===== src/rtl/pipe_mul_unit.sv =====
// Fully pipelined RV32M/RV64M multiplier (MUL/MULH/MULHSU/MULHU) with per-stage valid/ready.
// Optional MUL_FLUSH_EN adds a flush port that squashes every in-flight op.
module pipe_mul_unit #(
  parameter int unsigned XLEN   = 32,
  parameter int unsigned STAGES = 4,
  parameter int unsigned TAG_W  = 48
) (
  input  logic             clock,
  input  logic             reset,
`ifdef MUL_FLUSH_EN
  input  logic             flush,
`endif
  input  logic             in_valid,
  output logic             in_ready,
  input  logic [1:0]       in_func,
  input  logic [XLEN-1:0]  in_opa,
  input  logic [XLEN-1:0]  in_opb,
  input  logic [TAG_W-1:0] in_tag,
  output logic             out_valid,
  input  logic             out_ready,
  output logic [XLEN-1:0]  out_result,
  output logic [TAG_W-1:0] out_tag
);

  localparam int unsigned W = 2 * XLEN;
  localparam int unsigned C = W / STAGES;

  logic              flush_w;
  logic [STAGES-1:0] valid_q;
  logic [STAGES-1:0] ready;
  logic              full;
  logic [W-1:0]      opa_ext, opb_ext;

  logic [W-1:0]      acc_q    [STAGES];
  logic [W-1:0]      mplier_q [STAGES];
  logic [W-1:0]      mcand_q  [STAGES];
  logic [1:0]        func_q   [STAGES];
  logic [TAG_W-1:0]  tag_q    [STAGES];

  logic [W-1:0]      acc_d    [STAGES];
  logic [W-1:0]      mplier_d [STAGES];
  logic [W-1:0]      mcand_d  [STAGES];
  logic              s_valid  [STAGES];
  logic [W-1:0]      s_acc    [STAGES];
  logic [W-1:0]      s_mplier [STAGES];
  logic [W-1:0]      s_mcand  [STAGES];
  logic [1:0]        s_func   [STAGES];
  logic [TAG_W-1:0]  s_tag    [STAGES];

`ifdef MUL_FLUSH_EN
  assign flush_w = flush;
`else
  assign flush_w = 1'b0;
`endif

  assign opa_ext = (in_func != 2'b11) ? {{XLEN{in_opa[XLEN-1]}}, in_opa} : {{XLEN{1'b0}}, in_opa};
  assign opb_ext = !in_func[1] ? {{XLEN{in_opb[XLEN-1]}}, in_opb} : {{XLEN{1'b0}}, in_opb};

  // Stage i can take new data unless it and every stage after it is full and the CDB stalls.
  always_comb begin
    ready = '0;
    full  = 1'b1;
    for (int i = STAGES - 1; i >= 0; i--) begin
      full     = full & valid_q[i];
      ready[i] = out_ready || !full;
    end
  end

  assign in_ready = ready[0] && !flush_w;

  for (genvar i = 0; i < STAGES; i++) begin : g_stage
    if (i == 0) begin : g_first
      assign s_valid[i]  = in_valid;
      assign s_acc[i]    = '0;
      assign s_mplier[i] = opb_ext;
      assign s_mcand[i]  = opa_ext;
      assign s_func[i]   = in_func;
      assign s_tag[i]    = in_tag;
    end else begin : g_next
      assign s_valid[i]  = valid_q[i-1];
      assign s_acc[i]    = acc_q[i-1];
      assign s_mplier[i] = mplier_q[i-1];
      assign s_mcand[i]  = mcand_q[i-1];
      assign s_func[i]   = func_q[i-1];
      assign s_tag[i]    = tag_q[i-1];
    end
    // Modular chunk products sum to the exact two's-complement product of the extended operands.
    assign acc_d[i]    = s_acc[i] + W'(s_mplier[i][C-1:0]) * s_mcand[i];
    assign mplier_d[i] = s_mplier[i] >> C;
    assign mcand_d[i]  = s_mcand[i] << C;
  end

  always_ff @(posedge clock or posedge reset) begin
    if (reset) begin
      valid_q <= '0;
    end else begin
      for (int i = 0; i < STAGES; i++) begin
        if (flush_w) begin
          valid_q[i] <= 1'b0;
        end else if (ready[i]) begin
          valid_q[i] <= s_valid[i];
        end
      end
    end
  end

  always_ff @(posedge clock) begin
    for (int i = 0; i < STAGES; i++) begin
      if (ready[i] && s_valid[i] && !flush_w) begin
        acc_q[i]    <= acc_d[i];
        mplier_q[i] <= mplier_d[i];
        mcand_q[i]  <= mcand_d[i];
        func_q[i]   <= s_func[i];
        tag_q[i]    <= s_tag[i];
      end
    end
  end

  // Data registers are not reset, so outputs are masked while no result is held.
  always_comb begin
    out_valid  = valid_q[STAGES-1];
    out_result = '0;
    out_tag    = '0;
    if (valid_q[STAGES-1]) begin
      out_tag    = tag_q[STAGES-1];
      out_result = (func_q[STAGES-1] == 2'b00) ? acc_q[STAGES-1][XLEN-1:0]
                                               : acc_q[STAGES-1][W-1:XLEN];
    end
  end

endmodule

===== config.mk =====
export PLATFORM = sky130hd
export DESIGN_NAME = pipe_mul_unit
export DESIGN_NICKNAME = d
export VERILOG_FILES = /design/src/rtl/pipe_mul_unit.sv
export SDC_FILE = /design/constraint.sdc
export NUM_CORES = 2
export LEC_CHECK = 0
export BUFFER_PORTS_ARGS = -buffer_cell sky130_fd_sc_hd__buf_2
export CAP_MARGIN = 20
export CORE_MARGIN = 1
export CORE_UTILIZATION = 44
export CTS_CLUSTER_SIZE = 25
export DETAILED_ROUTE_END_ITERATION = 8
export PLACE_DENSITY = 0.68
export REMOVE_ABC_BUFFERS = 1
export SETUP_SLACK_MARGIN = 0.15
export SYNTH_ARGS = -nofsm -noshare
export SYNTH_HDL_FRONTEND = slang
export SYNTH_SLANG_ARGS = --single-unit

===== constraint.sdc =====
create_clock -name clock -period 7 [get_ports clock]
set_clock_uncertainty 0.1 [all_clocks]
set_input_delay 2.1 -clock clock [delete_from_list [all_inputs] [get_ports clock]]
set_output_delay 2.1 -clock clock [all_outputs]
set_load 0.005 [all_outputs]

==> out/metrics.yaml <==
detailed_routing:
  firstDrtPassIters: 5
  wl_per_cell_um: 16.7
  route.antenna.remaining_nets: 0
  via_count: 42700
  drtIter0Drc: 2175
  vias_per_cell: 4.81
  routed_wl_um: 149000
  drc_errors: 0
floorplanning:
  core-area_mm2: 0.150
  die_area_mm2: 0.152
  rows: 142
  start_util_pct: 44.3
  die_width_um: 390
  io-pin-count: 200
  die_h_um: 390
worst_setup_path:
  cp_common_cell: "fa_1"
  cp_top_family: "adder cells"
  critical_path.startpoint: "in_opb[4]"
  crit_required_ns: 7.40
  setup.worst_path.end_class: "flop"
  crit_buf_inv: 4
  crit_fanout: 6
  critPathKind: "input pin to flop"
  path_cells: "buf_12, and2_4, fa_1, inv_1, fa_1, fa_1, fa_1, inv_2, fa_1, fa_1, ha_4, buf_6, nand3_4, nor4_4, o21ba_4, or3_4, a211oi_4, o21ai_4, a311oi_4, a21boi_2, or4_1, nand4_1"
  max_stage_delay_ns: 0.57
  r2r-start: "mcand_q[0][6]"
  slowest_stage: "fa_1"
  arrival_ns: 8.31
  critPathLaunchType: "input pin"
yosys:
  ys_types: 72
  synth_top_area_share_pct: 41.3
  syn_area_mm2: 0.0662
  synth-main-ff-cell: "edfxtp_1"
  syn_inst: 6217
  synth_area_leaders: "fa_1, edfxtp_1, inv_1"
  seq_area_frac_synth_pct: 25.4
  synth-seq-cells: 560
  synth_edf_count: 556
  synthArstFlopShare_pct: 0.714
  yosysTopAreaCell: "fa_1"
  avgSynthCellArea_um2: 10.7
  yosys_warnings: 0
timing:
  drv_slew: 0
  rsz0062_at_grt: "true"
  finalCriticalPeriod_ns: 7.92
  fmax_mhz: 126
  fin_crit_sh_pct: 113
  finalSetupViolCount: 46
  tightest_slew_ns: 0.904
  hold_violations: 0
  setup_ws_ns: -0.916
  slew_headroom_pct: 39.7
outcome:
  violations: "setup timing"
  outcome: "finished, violations left"
clock_tree:
  cts-hold-fix-buffers: 0
  clkLatencyLatePin_ns: 0.67
  cts_made_buffers: 53
  cts_num_sinks: 560
  clk_transition_reported_paths_ns: 0.06
  cts_root_buf: "clkbuf_16"
  cts_tree: "built"
  htree_levels: 2
  max-clock-path-buffers: 3
worst_hold_path:
  hp-start: "tag_q[0][37]"
  hp-class: "flop to flop"
finish:
  layout_commonest_cell: "inv_1"
  layout-drive-gt1-share_pct: 15.9
  multi_input_area_mm2: 0.0436
  fillers: 13000
  layout_common_cells: "inv_1, fa_1, nand2_1"
  area_delta_synth_final_pct: 16.8
  nets: 8584
  ff_latch_area_mm2: 0.0168
global_route:
  grt_pass1_vias: 46700
  grtUsageTotal_pct: 19.8
  antenna_found_initial: 6
  grt_max_degree: 109
  overflow: 0
  grt_first_pass_wirelength_um: 240000
placed_design:
  routabilityCongestion: 0.921
  place_hpwl_um: 124000
  io_buffers: 199
  pre_cts_slack_ns: -1.87
run:
  maxCapViolations: 0
[path summary, 6_finish.rpt]
path                                end  depth (start not counted)  slack (ns)
setup / recovery           acc_q[0][50]                         22       -0.92
hold / removal             tag_q[1][37]                          0        0.29
setup reg to reg           acc_q[1][61]                         24        0.16
hold reg to reg            tag_q[1][37]                          0        0.29
max in group asynchronous    valid_q[0]                          2        5.40
min in group asynchronous    valid_q[3]                          2        1.23
[logic make-up (layout without fill, tap and decap cells)]
family,count (synthesis),count (layout),share of synthesized area (%)
buffers and inverters,1918,2563,10.9
adder cells (fa/ha/maj),1649,1649,46.6
AND/OR/NAND/NOR,1521,1521,10.8
flip-flops,560,560,25.4
AO/OA/AOI/OAI,395,395,4.04
XOR/XNOR,172,172,2.27
multiplexers,2,2,0.0302
other,0,2,0
[cell type report]
cell class	count	share of cell area, %
inverter	1717	8.33
tap	2016	3.26
clock inverter	35	0.440
sequential	560	21.7
multi-input combinational	3739	56.4
timing repair buffer	746	8.03
clock buffer	65	1.77
antenna	2	0.00647
[synthesized netlist by cell type (all sizes together) (22+ instances only)]
cell type  number
nor2b          23
nor3           22
a21oi         110
nand2         849
edfxtp        556
nand2b         24
a21boi         39
xnor2         140
xor2           32
inv          1717
fa           1366
clkbuf        198
ha            283
nor2           91
and2          436
o21bai         24
o21ai          63
a21o           53
[state kept, by name (all words and copies together), names as in the netlist]
register	count
acc_q	256
func_q	8
mcand_q	81
mplier_q	19
tag_q	192
valid_q	4
[what timing repair did]
item / CTS / global route
gates cloned: 1 / 3
pin swaps: 87 / 122
gates resized for setup: 235 / 220
setup buffers: 20 / 56
setup endpoints to repair: 64 / 71
[metrics by stage]
stage                     utilization, %  cells  cell area [um2]  hold slack, ns  TNS, ns
after floorplan                        -   6016            65500           0.300  -146.12
after global placement              48.8   8698            73000           0.300   -67.58
after detailed placement            48.8   8698            73000           0.305   -71.07
after CTS                           50.8   8819            75900           0.284   -18.90
after global routing                51.7   8879            77300           0.295   -34.47
final                               51.7   8880            77300           0.290   -25.63
[routing by layer]
metal / global-route usage, % / up-vias / wire length (um)
met5: 0 / - / 36
met4: 5.18 / 6 / 3600
met3: 3.23 / 235 / 8520
met2: 34.7 / 1027 / 74500
met1: 25.4 / 21900 / 61800
li1: - / 19600 / -
[worst register-to-register path, cell delays in order, from the launching register on]
cell	delay, ns
edfxtp_1	0.46
buf_6	0.16
buf_12	0.13
and2_4	0.16
fa_1	0.48
fa_1	0.58
fa_1	0.47
fa_2	0.50
fa_1	0.53
inv_2	0.04
fa_1	0.55
inv_2	0.06
ha_4	0.15
a21o_1	0.20
buf_6	0.12
a211o_1	0.26
a211oi_2	0.29
o21ai_4	0.13
a21oi_2	0.17
buf_6	0.13
o31ai_4	0.08
o311a_4	0.43
a31oi_1	0.18
a21oi_1	0.08
xor2_1	0.15
Power is left out: the tool's default activity adds up to more than one toggle a clock period on the data nets, which glitch-free logic cannot reach.
